`config.mk`:
```
export PLATFORM = sky130hd
export DESIGN_NAME = mem_stage_lat
export DESIGN_NICKNAME = d
export VERILOG_FILES = /design/src/rtl/mem_stage_lat.sv
export SDC_FILE = /design/constraint.sdc
export NUM_CORES = 1
export LEC_CHECK = 0
export BUFFER_PORTS_ARGS = -buffer_cell sky130_fd_sc_hd__buf_2
export CELL_PAD_IN_SITES_DETAIL_PLACEMENT = 0
export CELL_PAD_IN_SITES_GLOBAL_PLACEMENT = 1
export CORE_MARGIN = 2
export CORE_UTILIZATION = 31
export DETAILED_ROUTE_END_ITERATION = 16
export PLACE_DENSITY = 0.81
export REMOVE_ABC_BUFFERS = 1
export SLEW_MARGIN = 20
export SYNTH_ARGS = -nofsm -noshare
export SYNTH_HDL_FRONTEND = slang
export SYNTH_SLANG_ARGS = --single-unit
```
`constraint.sdc`:
```
create_clock -name clk -period 2.1 [get_ports clk]
set_input_delay 0.21 -clock clk [delete_from_list [all_inputs] [get_ports clk]]
set_output_delay 0.21 -clock clk [all_outputs]
set_load 0.05 [all_outputs]
```
`src/rtl/mem_stage_lat.sv`:
```
// MEM pipeline stage: stage register with stall/bubble/flush, fixed-latency SRAM read wait, sub-word load extraction.
// Optional misaligned-load detection (adel) is compiled in with `define MEM_ALIGN_CHK_EN.
module mem_stage_lat #(
  parameter int RD_LAT = 1,
  parameter int REG_AW = 5
) (
  input  logic              clk,
  input  logic              rst,
  input  logic              flush,
  input  logic              stall_this,
  input  logic              stall_next,
  input  logic [31:0]       in_pc,
  input  logic              in_mem_en,
  input  logic              in_mem_we,
  input  logic [2:0]        in_load_op,
  input  logic [1:0]        in_addr_lo,
  input  logic              in_rf_we,
  input  logic [REG_AW-1:0] in_rf_waddr,
  input  logic [31:0]       in_ex_result,
  input  logic              in_hi_we,
  input  logic              in_lo_we,
  input  logic [31:0]       data_sram_rdata,
  output logic              stallreq,
  output logic [31:0]       wb_pc,
  output logic              wb_rf_we,
  output logic [REG_AW-1:0] wb_rf_waddr,
  output logic [31:0]       wb_rf_wdata,
  output logic              wb_hi_we,
  output logic              wb_lo_we,
  output logic              fwd_load_pending,
  output logic              adel
);

  localparam int CNT_W = (RD_LAT > 1) ? $clog2(RD_LAT) : 1;
  localparam logic [CNT_W-1:0] CNT_INIT = CNT_W'((RD_LAT > 1) ? RD_LAT - 2 : 0);
  localparam logic MULTI = (RD_LAT > 1);

  localparam logic [0:0] ST_IDLE = 1'b0;
  localparam logic [0:0] ST_WAIT = 1'b1;

  localparam logic [2:0] OP_LW  = 3'b000;
  localparam logic [2:0] OP_LB  = 3'b001;
  localparam logic [2:0] OP_LBU = 3'b010;
  localparam logic [2:0] OP_LH  = 3'b011;
  localparam logic [2:0] OP_LHU = 3'b100;

  logic [31:0]       pc_r;
  logic              mem_en_r;
  logic              mem_we_r;
  logic [2:0]        load_op_r;
  logic [1:0]        addr_lo_r;
  logic              rf_we_r;
  logic [REG_AW-1:0] rf_waddr_r;
  logic [31:0]       ex_result_r;
  logic              hi_we_r;
  logic              lo_we_r;

  logic [0:0]        state_r;
  logic [CNT_W-1:0]  cnt_r;
  logic              cap_r;

  logic              bubble_s;
  logic              load_s;
  logic              ld_s;
  logic              in_adel_s;
  logic              adel_s;
  logic              not_valid_s;
  logic              stallreq_s;
  logic [7:0]        byte_s;
  logic [15:0]       half_s;
  logic [31:0]       ld_data_s;

`ifdef MEM_ALIGN_CHK_EN
  function automatic logic misaligned(input logic [2:0] op, input logic [1:0] a);
    return ((op == OP_LW) && (a != 2'b00)) ||
           (((op == OP_LH) || (op == OP_LHU)) && a[0]);
  endfunction

  assign in_adel_s = in_mem_en & ~in_mem_we & misaligned(in_load_op, in_addr_lo);
  assign adel_s    = ld_s & misaligned(load_op_r, addr_lo_r);
`else
  assign in_adel_s = 1'b0;
  assign adel_s    = 1'b0;
`endif

  // A running wait freezes the register; otherwise stall_this/stall_next pick bubble, load or hold.
  assign bubble_s = rst | flush | ((state_r != ST_WAIT) & stall_this & ~stall_next);
  assign load_s   = ~rst & ~flush & (state_r != ST_WAIT) & ~stall_this;

  // Stage register: cleared on reset/flush/bubble, loaded from EX on capture, held otherwise.
  always_ff @(posedge clk) begin
    if (bubble_s) begin
      pc_r        <= 32'h0000_0000;
      mem_en_r    <= 1'b0;
      mem_we_r    <= 1'b0;
      load_op_r   <= 3'b000;
      addr_lo_r   <= 2'b00;
      rf_we_r     <= 1'b0;
      rf_waddr_r  <= {REG_AW{1'b0}};
      ex_result_r <= 32'h0000_0000;
      hi_we_r     <= 1'b0;
      lo_we_r     <= 1'b0;
    end else if (load_s) begin
      pc_r        <= in_pc;
      mem_en_r    <= in_mem_en;
      mem_we_r    <= in_mem_we;
      load_op_r   <= in_load_op;
      addr_lo_r   <= in_addr_lo;
      rf_we_r     <= in_rf_we;
      rf_waddr_r  <= in_rf_waddr;
      ex_result_r <= in_ex_result;
      hi_we_r     <= in_hi_we;
      lo_we_r     <= in_lo_we;
    end
  end

  // Read-latency FSM: cap_r marks the first cycle of a freshly captured load that must wait.
  always_ff @(posedge clk) begin
    if (rst || flush) begin
      state_r <= ST_IDLE;
      cnt_r   <= {CNT_W{1'b0}};
      cap_r   <= 1'b0;
    end else begin
      cap_r <= load_s & in_mem_en & ~in_mem_we & MULTI & ~in_adel_s;
      case (state_r)
        ST_IDLE: begin
          if (cap_r) begin
            state_r <= ST_WAIT;
            cnt_r   <= CNT_INIT;
          end
        end
        ST_WAIT: begin
          if (cnt_r == {CNT_W{1'b0}}) begin
            state_r <= ST_IDLE;
          end else begin
            cnt_r <= cnt_r - CNT_W'(1);
          end
        end
        default: begin
          state_r <= ST_IDLE;
          cnt_r   <= {CNT_W{1'b0}};
        end
      endcase
    end
  end

  assign ld_s        = mem_en_r & ~mem_we_r;
  assign not_valid_s = ((state_r == ST_WAIT) & (cnt_r != {CNT_W{1'b0}})) |
                       ((state_r == ST_IDLE) & MULTI & cap_r);
  assign stallreq_s  = ld_s & not_valid_s;

  // Sub-word load extraction from the SRAM read word.
  always_comb begin
    byte_s = data_sram_rdata[{addr_lo_r, 3'b000} +: 8];
    half_s = addr_lo_r[1] ? data_sram_rdata[31:16] : data_sram_rdata[15:0];
    case (load_op_r)
      OP_LW:   ld_data_s = data_sram_rdata;
      OP_LB:   ld_data_s = {{24{byte_s[7]}}, byte_s};
      OP_LBU:  ld_data_s = {24'h00_0000, byte_s};
      OP_LH:   ld_data_s = {{16{half_s[15]}}, half_s};
      OP_LHU:  ld_data_s = {16'h0000, half_s};
      default: ld_data_s = data_sram_rdata;
    endcase
  end

  assign stallreq         = stallreq_s;
  assign fwd_load_pending = stallreq_s;
  assign adel             = adel_s;
  assign wb_pc            = pc_r;
  assign wb_rf_we         = rf_we_r & ~stallreq_s & ~adel_s;
  assign wb_rf_waddr      = rf_waddr_r;
  assign wb_rf_wdata      = ld_s ? ld_data_s : ex_result_r;
  assign wb_hi_we         = hi_we_r & ~stallreq_s;
  assign wb_lo_we         = lo_we_r & ~stallreq_s;

endmodule
```
After elaboration in Yosys (flattened, before gate mapping)
Index checks and enable logic that the tools add are counted. Widths: inputs -> output; s select.

Eq/ne operators: 4. Muxes and demuxes: 7. Reductions and logical operators: 1. Bitwise logic cells: 20. Shift-type cells: 1. Add/sub/neg operators: 1.

Operators with widths (count): $pmux 32 s4 (1); $mux 32 (1); $shiftx 32x6->8 (1); $mux 16 (1); $and 1x1->1 (11); $not 1->1 (7); $eq 3x2->1 const B (2); $eq 3x1->1 const B (1); $eq 3x3->1 const B (1); $mux 1 (3); $or 1x1->1 (2); $pmux 1 s2 (1); $logic_or 1x1->1 (1); $sub 1x1->1 const B (1).

Input port bits: 116. Flip-flop bits (word level): 81. Word-level logic and storage cells: 46.

Longest topological paths before layout
Gate-level depths: netlist of the first run.

Depth in word-level cells: 5. Mapped depth: 7. Gate-level depth less buffers: 4.

Least setup slack after synthesis of the first run
OpenSTA, ideal clock, no wires.

Kind: register to output. From: register load_op_r[0]. To: output port wb_rf_wdata[11]. Data arrival time: 2.390 ns. Data required time: 1.890 ns. Setup slack: -0.500 ns. Cell stages (with the launch flop): 6. Path buffers: 1. Path through: dfxtp_1 -> buf_6 -> or3b_2 -> nand2_1 -> nand2_1 -> a211oi_1.

Word-level cells in the longest chain between the ends: 3.

RTL lines: start: declaration (line 50) `logic [2:0] load_op_r;`; start signal: assignment (line 107) `load_op_r <= in_load_op;`; $eq 3x3->1 (tied with other cells) (line 156) `case (load_op_r)`; $pmux 32 s4 (*) (line 156); $mux 32 (*) (line 172) `assign wb_rf_wdata = ld_s ? ld_data_s : ex_result_r;`; end: declaration (line 27) `output logic [31:0] wb_rf_wdata,`.

Every way passes the cells marked *; elsewhere a longest branch is shown, timed or not.

Worst setup path after layout of the first run
From: register addr_lo_r[1]. To: output port wb_rf_wdata[16].

Word-level cells in the longest chain between the ends: 3.

RTL lines: start: declaration (line 51) `logic [1:0] addr_lo_r;`; start signal: assignment (line 108) `addr_lo_r <= in_addr_lo;`; $shiftx 32x6->8 / $mux 16 (equally long branches) (line 154, 155); $pmux 32 s4 (*) (line 156); $mux 32 (*) (line 172).

Marked as above.

==> results list, run 1 <==
* Result of the run: finished, violations left
- Violations in the final reports: negative setup slack
- Switching power: 0.896 mW
- Setup tns final: -3.49 ns
- In the synthesized netlist the dominant register cell turns out to be dfxtp_1.
- Clock-pin slew was measured on the worst setup and hold paths at 0.06 ns.
* Total wire length: between 10,000 and 15,000 microns
- The share of total power dissipated in the clock network is roughly 44%.
- Count of flip-flops with a built-in enable after synthesis: 0
- The floorplan has 40 rows.
* RSZ-0062 raised after global routing: yes
* Total iterations of the first detailed-routing run: 5
* Share of the yosys chip area belonging to registers: 41.7%
- Starting Density: 31.7%
- Worst min-delay path category: primary input to flop
- Count of endpoints failing setup in the final report: 24
- Area added between synthesis and finish: 48.4%
* Startpoint type of the worst setup path: flop
- The smallest clock period supported by the final layout is computed as 2.28 ns.
- The sequential cells in the finished layout cover a total of 0.00159 sq mm.
- Overflow left after global routing: 0
* I/O pins: roughly 190
- The final-report hold violation count came to 0.
- Die extent in x: between 100 and 150 microns
- The H-tree was split into 3 levels.
- Cells with a size suffix above 1 make up 39.2% of the layout.
- The synthesized netlist contains 42 unique library cells.
- The final layout contains 829 nets.
- Counting every instance in the synthesized netlist gives 525.
- Once detailed placement completed, the half-perimeter wirelength came to roughly 9000 microns.
- Reg-to-reg startpoint: load_op_r[2]
- Synthesized area: approximately 0.0038 sq mm
- For this run, design rule violations remaining after detail routing come to 0.
- IR Drop Worst-Case VDD: 0.496 mV
- In this run the remaining antenna-violating nets after routing total 0.
* Die span in y: 115 microns
- Series of cell instances along the critical path: mux2_4 > or3_4 > a41oi_4 > buf_12 > a21oi_1 > buf_4
* Number of max-slew violations in the final report: 0
* Number of antenna diodes: 0
* Leading area contributor after synthesis: dfxtp_1
* Placed cell count: 844
- Entering global routing, the biggest net connects 80 pins.
* Count of input and output buffers: 187
* Detailed router's first-iteration violation count: between 200 and 300
* Seq cells post-synth: slightly below 80
* Footprint of the multi-input gates: 0.00216 sq mm
* Required time of the critical path: between 1.5 and 2 ns
* Leakage component of the power: 2.36 nW
* Worst-skew pair later-pin latency: 0.34 ns
- In the global route stage, overall resource usage came out at 19.5%.
* Leading cell types by total area after synthesis: dfxtp_1 (42%), nand2_1 (19%), a21oi_1 (13%)
- CTS tree: built
- At the pin with the least slew margin, the transition time is around 0.57 ns.
- The number of clock buffers added by TritonCTS is 9.
* Worst setup path start: addr_lo_r[1]
- Count of vias placed by the detailed router: 4,330
- The clock passes through at most 2 buffers.
- Fillcell total: ~1,200
* Core box area: ~0.012 sq mm
- Highest cell delay on the worst timing path: 0.38 ns
* Average via count per standard cell: 5.01
- Counting every sink on the clock net gives 79.
- Per report_power, the combinational group accounts for 13.0% of the total.
- Net switching is roughly a quarter of the power.
- The synthesized design devotes to its leading area cell type 41.7% of total area.
- Number of max-capacitance violations reported: 0
* Number of global-route vias before repair: 4,137
- Crit path max-delay cell type: dfxtp_4
* Synthesis warning total: 0
- Worst clock skew: 0 ns
* Final routed wire length divided by cell count: 15.4 microns
* Count of hold buffers inserted by post-cts repair: 0
- Critical path data arrival time: 2.07 ns
* Worst slew margin relative to its limit: about 62%
- CTS placed an instance of clkbuf_16 at the clock tree root.
- After the flow finishes, the layout carries non-filler instances totaling 864.
- Worst-case setup margin in the final layout: -0.183 ns
- Kind of end point of the critical path: output pin
- Portion of the clock cycle consumed by the worst path in the final layout: 109%
- Post-synthesis area per instance: a little over 7 sq um
* PD cells: 633 mW/mm^2
- The congestion estimate from routability-driven global placement came to 0.834.
- In this run the worst path has a maximum fanout of 10.
- Number of antenna violations at the first check in global routing: 1
- The first global-routing pass estimated 20,300 microns of wire.
* Sequential Power Share: ~43%
* Async SR Flop Fraction: 0%
* Pint: about 2.7 mW
- CP Class: flop to output pin
- Timing would allow up to approximately 440 MHz.
- The startpoint identified for the worst hold timing path is in_ex_result[26].
- The die covers 0.0131 sq mm.
[synth_stat cells (2+ instances only)]
library cell / instances
buf_2: 4
a211oi_1: 5
a22oi_1: 2
a21oi_1: 97
nor2_1: 30
inv_1: 2
buf_6: 4
mux2_2: 13
buf_4: 3
clkbuf_1: 29
o21ai_0: 8
nor2_2: 2
buf_1: 2
o221ai_1: 2
o21ai_1: 4
a31oi_1: 6
xnor2_1: 3
nand2_1: 194
a222oi_1: 6
dfxtp_1: 79
nor3_1: 6
nand2b_1: 4
[placed cells by master, fill, tap and decap left out, drive strengths merged, types with 4 or more instances in the layout]
cell type,n
a31oi,6
buf,217
mux2,14
a222oi,6
a21oi,97
o21ai,12
clkbuf,12
nand2,194
dfxtp,79
nand2b,4
a211oi,5
nor3,6
nor2,32
[layout make-up]
class | instances | share of cell area, %
Multi-Input combinational cell | 404 | 38.3
Sequential cell | 79 | 28.3
Timing Repair Buffer | 217 | 24.7
Clock buffer | 12 | 4.55
Tap cell | 147 | 3.27
Clock inverter | 3 | 0.755
Inverter | 2 | 0.133
[final timing paths]
path | end | cells after the start | slack [ns]
max | wb_rf_wdata[16] | 6 | -0.18
min | ex_result_r[26] | 3 | 0.11
min reg2reg | wb_pc[15] | 2 | 0.45
max reg2reg | load_op_r[2] | 4 | 1.26
[per-layer routing]
| layer | track usage [%] | wire [microns] | up-vias |
|---|---|---|---|
| met5 | 0 | 13 | - |
| met4 | 9.76 | 382 | 2 |
| met3 | 4.82 | 968 | 35 |
| met2 | 32.9 | 6520 | 177 |
| met1 | 23.0 | 5410 | 1986 |
| li1 | - | - | 2130 |
[per-stage QoR]
stage	hold WS [ns]	worst slack (ns)	utilization [%]	total power [mW]	area [sq um]
floorplan	0.346	-2.51	-	1.78	3600
CTS	0.0899	-0.191	46.1	3.60	5510
detailed placement	0.444	0.0386	41.8	1.99	5000
finish	0.108	-0.183	47.1	3.57	5630
global placement	0.440	0.0408	41.8	1.98	5000
global route	0.0975	-0.254	47.1	3.71	5630
[state kept, by name, summed over array words and instances (netlist names)]
signal and flops:
addr_lo_r 2, load_op_r 3, wb_rf_waddr 5, mem_en_r 1
ex_result_r 32, hi_we_r 1, mem_we_r 1, rf_we_r 1
wb_pc 32, lo_we_r 1
[what timing repair did]
action,in CTS,in global routing
endpoints found under the setup margin,32,32
gates resized for setup,61,32
setup buffers,5,1
hold endpoints to repair,0,0
pin swaps,10,20
[logic make-up after synthesis]
logic type	Yosys count	synth area share [%]
compound gates	138	21.2
xor+xnor	3	0.693
simple gates	244	25.6
mux	16	5.11
flops	79	41.7
other cells	1	0.0988
buf+inv	44	5.57
[power groups by stage]
stage          Clock (mW)  Sequential (mW)  Combinational, mW
3_5_place_dp            0             1.56              0.432
3_3_place_gp            0             1.56              0.429
2_1_floorplan           0             1.59              0.197
5_1_grt              1.69             1.52              0.496
6_report             1.58             1.52              0.462
4_1_cts              1.63             1.52              0.449
[worst max-delay path: cells and delay by family (launching register included)]
family,cells,cell delay [ns]
DFF,1,0.38
and+or+nand+nor,1,0.38
buffers and inverters,2,0.36
AOI/OAI and AO/OA,2,0.30
muxes,1,0.31
(Power assumes the default switching activity.)
==> run 2, diff against run 1 <==
--- a/config.mk
+++ b/config.mk
@@ -5,13 +5,14 @@
 export SDC_FILE = /design/constraint.sdc
 export NUM_CORES = 1
 export LEC_CHECK = 0
+export ABC_AREA = 1
 export BUFFER_PORTS_ARGS = -buffer_cell sky130_fd_sc_hd__buf_2
 export CELL_PAD_IN_SITES_DETAIL_PLACEMENT = 0
 export CELL_PAD_IN_SITES_GLOBAL_PLACEMENT = 1
 export CORE_MARGIN = 2
-export CORE_UTILIZATION = 31
+export CORE_UTILIZATION = 32
 export DETAILED_ROUTE_END_ITERATION = 16
-export PLACE_DENSITY = 0.81
+export PLACE_DENSITY_LB_ADDON = 0.1
 export REMOVE_ABC_BUFFERS = 1
 export SLEW_MARGIN = 20
 export SYNTH_ARGS = -nofsm -noshare
==> run 2 against run 1 <==
The run now ends clean. Sequential power is essentially flat. First-iteration DRC count grew 10%. Synthesized cell count grew 33%. Sequential cell count is the same. Worst setup slack gained 0.27 ns.
==> results list, run 2 <==
- The H-tree was split into 3 levels.
* Starting Density: 32.9%
- The layout has 1,445 filler cells.
* Clock slew seen by the registers of the worst setup and hold paths: 0.06 ns
- Cells fill between 40% and 50% of the core in the end.
- Yosys top cell area share: 36.3%
- In this run the deepest clock path goes through 2 buffers.
* Number of library cell types mapped by synthesis: 24
* Post-route cell area: 0.00605 sq mm
- In the synthesized netlist the dominant register cell turns out to be dfxtp_1.
* Footprint of the multi-input gates: 0.00243 sq mm
* Total die area: 0.0146 sq mm
* Post-synthesis area per instance: 6.24 sq um
* Leading area contributor after synthesis: dfxtp_1
- The first detailed-routing pass took 4 iterations.
* Drt drc: 0
* Number of antenna violations at the first check in global routing: 2
- The signal on the critical path passes through nor2_2 > nand2_2 > nand2_4 > buf_4 > nor2_4 > buf_4 > a21oi_1 > nand2_1 > nand2_1 > clkbuf_4.
- Row generation in the floorplan step produced 42 rows.
* Number of max-capacitance violations reported: 0
* Count of endpoints failing setup in the final report: 0
- Data on the critical path arrives at its endpoint at 1.80 ns.
- Number of buffers created by CTS: 9
* RSZ-0062 raised after global routing: no
* Share of the yosys chip area belonging to registers: roughly 36%
- The worst setup path is launched from a flop.
* PD cells: 637 mW/mm^2
* Setup tns final: 0 ns
* Number of cells on the critical path: 10
- Routability Congestion: 0.821
* Worst clock skew: 0 ns
- Leakage component of the power: 3.09 nW
- Final worst path period need: around 2.0 ns
- In this run, synthesis inferred 0 flip-flops with an integrated enable.
- The clock drives 79 sinks.
- The detailed router placed 5,122 vias in this run.
* Hold slack final: 0.0881 ns
- Entering global routing, the biggest net connects 52 pins.
- The HPWL after detailed placement is 10,600 microns.
* Post-detailed-route count of antenna-violating nets: 0
* CTS tree: built
- Summed over all layers, the routed wires come to 15,700 microns.
* Gate count after technology mapping: roughly 700
* Reg-to-reg startpoint: addr_lo_r[1]
* Wire length of the first global-routing pass: 24,700 microns
- Master cell of the clock root buffer: clkbuf_16
- Counting flops with an async set or reset pin after synthesis yields a share of 0%.
* Die span in y: between 100 and 150 microns
- Synthesized area: 0.00436 sq mm
- Area occupied by registers: roughly 0.0016 sq mm
* Leading cell type by number of instances after synthesis: nand2_1
- I/O pins: 191
* Highest cell delay on the worst timing path: 0.37 ns
* Maximum fanout count along the critical path: 6
- Layout cells sized above 1: 30.2%
- Post-layout net count: 988
- Kind of end point of the critical path: output pin
- Count of input and output buffers: between 150 and 200
* Number of failing hold endpoints at the final stage: 0
* Capture point of the worst reg-to-reg path: addr_lo_r[1]
- Across all register-to-register paths, the minimum setup slack is 1.17 ns.
- The library cells used most frequently in the layout, excluding fill and tap cells, are nand2_1 (160), buf_2 (156), nor2_1 (126).
- Detailed router's first-iteration violation count: 298
* Required time of the critical path: 1.89 ns
- Area added between synthesis and finish: 38.8%
- Synthesis warning total: 0
* Core box area: 0.0132 sq mm
- The worst-case IR drop observed on VDD is 0.421 mV.
* Leading cell types by total area after synthesis: dfxtp_1 (36%), nand2_1 (14%), nor2_1 (11%)
- Worst Reg2Reg Path Length in Cells: 3
- Total power of the final layout: ~3.8 mW
* Portion of the clock cycle consumed by the worst path in the final layout: 95.9%
- The number of max-slew violations in the final report came to 0.
- Worst setup path start: load_op_r[0]
* Number of global-route vias before repair: between 4,000 and 5,000
- At the later pin of the worst-skew pair, clock insertion delay measures 0.35 ns.
* Die extent in x: around 120 microns
- CP Class: flop to output pin
* Final routed wire length divided by cell count: 14.9 microns
- Worst min-delay path category: primary input to flop
- Summed over all layers, the global routing overflow is 0.
- Most common library cell in the layout ignoring fill and taps: nand2_1
* Buffers plus inverters on the worst setup path: 3
* Setup crit end: wb_rf_wdata[9]
* Average via count per standard cell: slightly below 5
- Global routing consumed, over all layers together, 21.6% of the routing resources.
- Commonest cells post-synth: nand2_1 (162), nor2_1 (131), dfxtp_1 (79), nor3_1 (79), o21ai_0 (75)
* Crit path max-delay cell type: dfxtp_4
* Seq cells post-synth: 79
- Once placement finished, the instance area stood at roughly 0.0054 sq mm.
- Result of the run: complete, no violations
* Cell family with most CP delay: simple AND/OR/NAND/NOR gates
- Fmax: 496 MHz
==> run 2: cell types whose count changed in the layout (fill, tap and decap cells not counted), sizes merged, moves of 14 or more <==
cell	previous run	this run
nand2	194	167
nand3	1	42
mux2	14	0
inv	2	43
nor2	32	134
nor3	6	79
o21ai	12	85
a21oi	97	9
==> run 2: tightest hold or removal path: cells and delay by family <==
kind	cells	cell delay (ns)
buffers and inverters	1	0.07
and+or+nand+nor	2	0.12
==> run 2: report_power, final <==
| part | internal, mW | switching, mW |
|---|---|---|
| logic | 0.223 | 0.415 |
| clock network | 0.995 | 0.681 |
| registers | 1.52 | 0.0147 |
==> run 2: logic make-up (layout without fill, tap and decap cells) <==
group | count (synthesis) | count (layout) | share of synthesized area, %
flops | 79 | 79 | 36.3
other cells | 1 | 5 | 0.0861
buf+inv | 98 | 272 | 10.6
simple gates | 426 | 429 | 41.9
compound gates | 94 | 94 | 11.1
==> run 2: worst min path at each step <==
stage | end | depth (start not counted) | slack [ns] | startpoint
final | wb_pc[10] | 3 | 0.09 | in_pc[10]
after global routing | wb_pc[10] | 3 | 0.1 | in_pc[10]
after CTS | wb_pc[16] | 3 | 0.08 | in_pc[16]
after detailed placement | lo_we_r | 3 | 0.45 | in_lo_we
after global placement | wb_pc[18] | 3 | 0.44 | in_pc[18]
after floorplan | load_op_r[2] | 2 | 0.35 | stall_this
==> run 2: final cells by class <==
cell class / instances / share of cell area, %
diodes: 2 / 0.0828
flip-flops and latches: 79 / 26.4
well taps: 176 / 3.64
inverters: 42 / 2.75
clock inverters: 5 / 1.03
clock buffers: 11 / 4.18
multi-input cells: 526 / 40.2
repair buffers: 214 / 21.8
==> run 2: what timing repair did <==
| item | 4_1_cts | 5_1_grt |
|---|---|---|
| hold buffers | 0 | 0 |
| pin swaps | 3 | 6 |
| cloned | 3 | 0 |
| setup buffers | 4 | 2 |
| endpoints found under the setup margin | 31 | 30 |
| resized for setup | 37 | 38 |
==> run 2: through the flow <==
| stage | cells | setup WS [ns] |
|---|---|---|
| global placement | 1028 | 0.172 |
| CTS | 1051 | -0.00396 |
| floorplan | 644 | -0.446 |
| detailed placement | 1028 | 0.100 |
| finish | 1055 | 0.0858 |
| global route | 1055 | 0.00205 |
==> run 2: per-layer routing <==
metal	GRT usage, %	vias up	part of all wire [%]
li1	-	2594	-
met1	27.4	2341	44
met2	35.8	171	47
met3	4.53	16	6.9
met4	8.36	0	1.8
met5	0	-	0
==> run 3, diff against run 2 <==
--- a/config.mk
+++ b/config.mk
@@ -12,9 +12,10 @@
 export CORE_MARGIN = 2
 export CORE_UTILIZATION = 32
 export DETAILED_ROUTE_END_ITERATION = 16
-export PLACE_DENSITY_LB_ADDON = 0.1
+export PLACE_DENSITY = 0.8
 export REMOVE_ABC_BUFFERS = 1
 export SLEW_MARGIN = 20
 export SYNTH_ARGS = -nofsm -noshare
 export SYNTH_HDL_FRONTEND = slang
 export SYNTH_SLANG_ARGS = --single-unit
+export TNS_END_PERCENT = 5
==> run 3 against run 2 <==
Die area stayed put. Power decreased by 2.1%. Clock power shrank 5%. Maximum frequency hardly changed. First-iteration DRC count shrank 13%. Critical endpoint is now wb_rf_wdata[30].
==> results list, run 3 (synthesized netlist as in run 2, its figures left out) <==
- Result of the run: complete, no violations
- In the final routed layout, each cell accounts on average for 14.9 microns.
* IR Drop Worst-Case VDD: approximately 0.45 mV
- Average via count per standard cell: 4.74
- Most common library cell in the layout ignoring fill and taps: nand2_1
- Highest metal layer used by the detailed router: met4
- Counting along the longest clock path gives a buffer depth of 2.
* Count of endpoints failing setup in the final report: 0
- Leakage component of the power: 3.08 nW
- Worst-skew pair later-pin latency: 0.34 ns
- Dividing the final minimum period by the clock period gives 96.0%.
* Combinational group share of total power: between 15 and 20%
* Fin cells: about 1,000
* I/O pins: between 150 and 200
- Number of failing hold endpoints at the final stage: 0
- The first global-routing pass estimated 24,100 microns of wire.
* Largest net degree at the start of global routing: 71
* Worst clock skew: 0 ns
* Total iterations of the first detailed-routing run: 5
* Routed length on met3: 1200 microns
- Number of cells traversed by the worst hold path: 3
- Cell family with most CP delay: simple AND/OR/NAND/NOR gates
* Met2 WL: 7160 microns
- Drt drc: 0
* Series of cell instances along the critical path: inv_1 > nand3_4 > nand2_4 > nor2_8 > buf_4 > nand2_1 > nand2_1 > nor2_1 > nor2_1 > buf_4
* Count of input and output buffers: between 150 and 200
- For the pin with the worst max-slew slack, the measured transition is 0.505 ns.
- Row count: 42
* CTS tree: built
* HPWL reported at the end of detailed placement: 10,600 microns
* Area added between synthesis and finish: 37.0%
* Detailed router's first-iteration violation count: 260
* Switching Fraction: 29.1%
* Worst slew margin relative to its limit: 66.3%
- Count of vias placed by the detailed router: 4,968
- At the end of routability-driven placement, the weighted congestion stood at 0.818.
- Layout cells sized above 1: 28.5%
* Number of buffers created by CTS: 9
- Die span in y: 121 microns
* Number of max-slew violations in the final report: 0
- Sequential Power Share: 40.8%
* Most frequent cells in the layout: nand2_1 (162), buf_2 (154), nor2_1 (131)
* Master cell of the clock root buffer: clkbuf_16
- Once placement completed, the tool counted placed cells totaling 1,025.
- Along the worst path, the maximum fanout reaches 7.
- In this run the remaining antenna-violating nets after routing total 0.
- The floorplan step defined a die boundary enclosing 0.0146 sq mm.
- Among all stages on the critical path, the largest delay is contributed by dfxtp_4.
- Summed over all layers, the routed wires come to 15,700 microns.
- In the global route stage, overall resource usage came out at a little over a fifth.
* Kind of end point of the critical path: output pin
* Final worst path period need: around 2 ns
- The tool flagged a number of max-cap violations equal to 0.
- Summed over all nets, the switching power comes to 1.10 mW.
- Overflow left after global routing: 0
- In this design, the stage delay of the slowest critical-path cell is 0.37 ns.
* Starting Density: 32.9%
* Worst min-delay path category: primary input to flop
* Setup tns final: 0 ns
- Number of global-route vias before repair: 4,656
* Required time of the critical path: approximately 1.9 ns
* Pint: 2.67 mW
- RSZ-0062 raised after global routing: yes
* Post-layout net count: 982
* Worst Reg2Reg Path Length in Cells: 3
- Timing would allow up to 496 MHz.
* Critical path data arrival time: 1.81 ns
- Clock-pin slew was measured on the worst setup and hold paths at 0.06 ns.
- Buffers plus inverters on the worst setup path: 3
* Number of cells on the critical path: 10
- Die extent in x: 121 microns
* Count of hold buffers inserted by post-cts repair: 0
- CP Class: flop to output pin
- The number of antenna violations at the first check in global routing is 1.
- Dividing total power by cell area gives a power density of 631 mW/mm^2.
* Number of levels in the clock H-tree: 3
- The worst setup path is launched from a flop.
* Clock Power Share: 42.5%
- Number of clock sinks: 79
- At the end of the flow the core is filled with cells to 45.1%.
* Core box area: around 0.013 sq mm
- Wire length the detailed router placed on met1: just over 7000 microns
==> run 3: cell types whose count changed in the layout (fill, tap and decap cells not counted), moves of 4 or more <==
cell,change
buf_6,-5
nor2_1,+5
nor2_2,-5
buf_4,+4
clkbuf_4,-4
==> run 3: metal layers <==
layer,vias to the layer above,global-route usage (%)
met5,-,0
met4,0,7.56
met3,12,5.42
met2,166,32.9
met1,2225,27.8
li1,2565,-
==> run 3: metrics by stage <==
| stage | hold WS (ns) | power (mW) | worst slack [ns] | instance area (sq um) |
|---|---|---|---|---|
| after floorplan | 0.349 | 1.90 | -0.446 | 4060 |
| after global placement | 0.439 | 2.17 | 0.289 | 5420 |
| after detailed placement | 0.444 | 2.17 | 0.242 | 5420 |
| after CTS | 0.0806 | 3.80 | -0.0146 | 5810 |
| after global routing | 0.0940 | 3.92 | -0.0323 | 5970 |
| final | 0.0936 | 3.77 | 0.0839 | 5970 |
==> run 3: final timing paths <==
kind | startpoint | endpoint | slack [ns]
max reg2reg | addr_lo_r[1] | addr_lo_r[1] | 1.15
max | load_op_r[1] | wb_rf_wdata[30] | 0.08
min | in_pc[20] | wb_pc[20] | 0.09
min reg2reg | ex_result_r[27] | ex_result_r[27] | 0.50
==> run 3: timing repair <==
item,in CTS,in global routing
setup endpoints to repair,31,32
gates resized for setup,35,25
setup buffers,0,4
pin swaps,0,5
gates cloned,0,2
==> run 3: area by class of cell <==
| type | count | area (sq um) |
|---|---|---|
| timing repair buffer | 210 | 1310 |
| clock inverter | 6 | 67.6 |
| fill | 1468 | 7270 |
| antenna | 1 | 2.50 |
| clock buffer | 10 | 229 |
| sequential | 79 | 1590 |
| tap | 176 | 220 |
| inverter | 42 | 163 |
| multi-input combinational | 524 | 2380 |
==> run 3: worst min-delay path, cell delays in order <==
cell,delay (ns)
buf_2,0.08
nor3_1,0.04
nor2_1,0.08
==> run 3: power by group through the flow <==
stage / Combinational, mW / Clock (mW) / Sequential (mW)
after detailed placement: 0.603 / 0 / 1.57
after global placement: 0.604 / 0 / 1.57
after global routing: 0.690 / 1.69 / 1.54
after floorplan: 0.278 / 0 / 1.62
final: 0.630 / 1.60 / 1.54
after CTS: 0.619 / 1.64 / 1.54
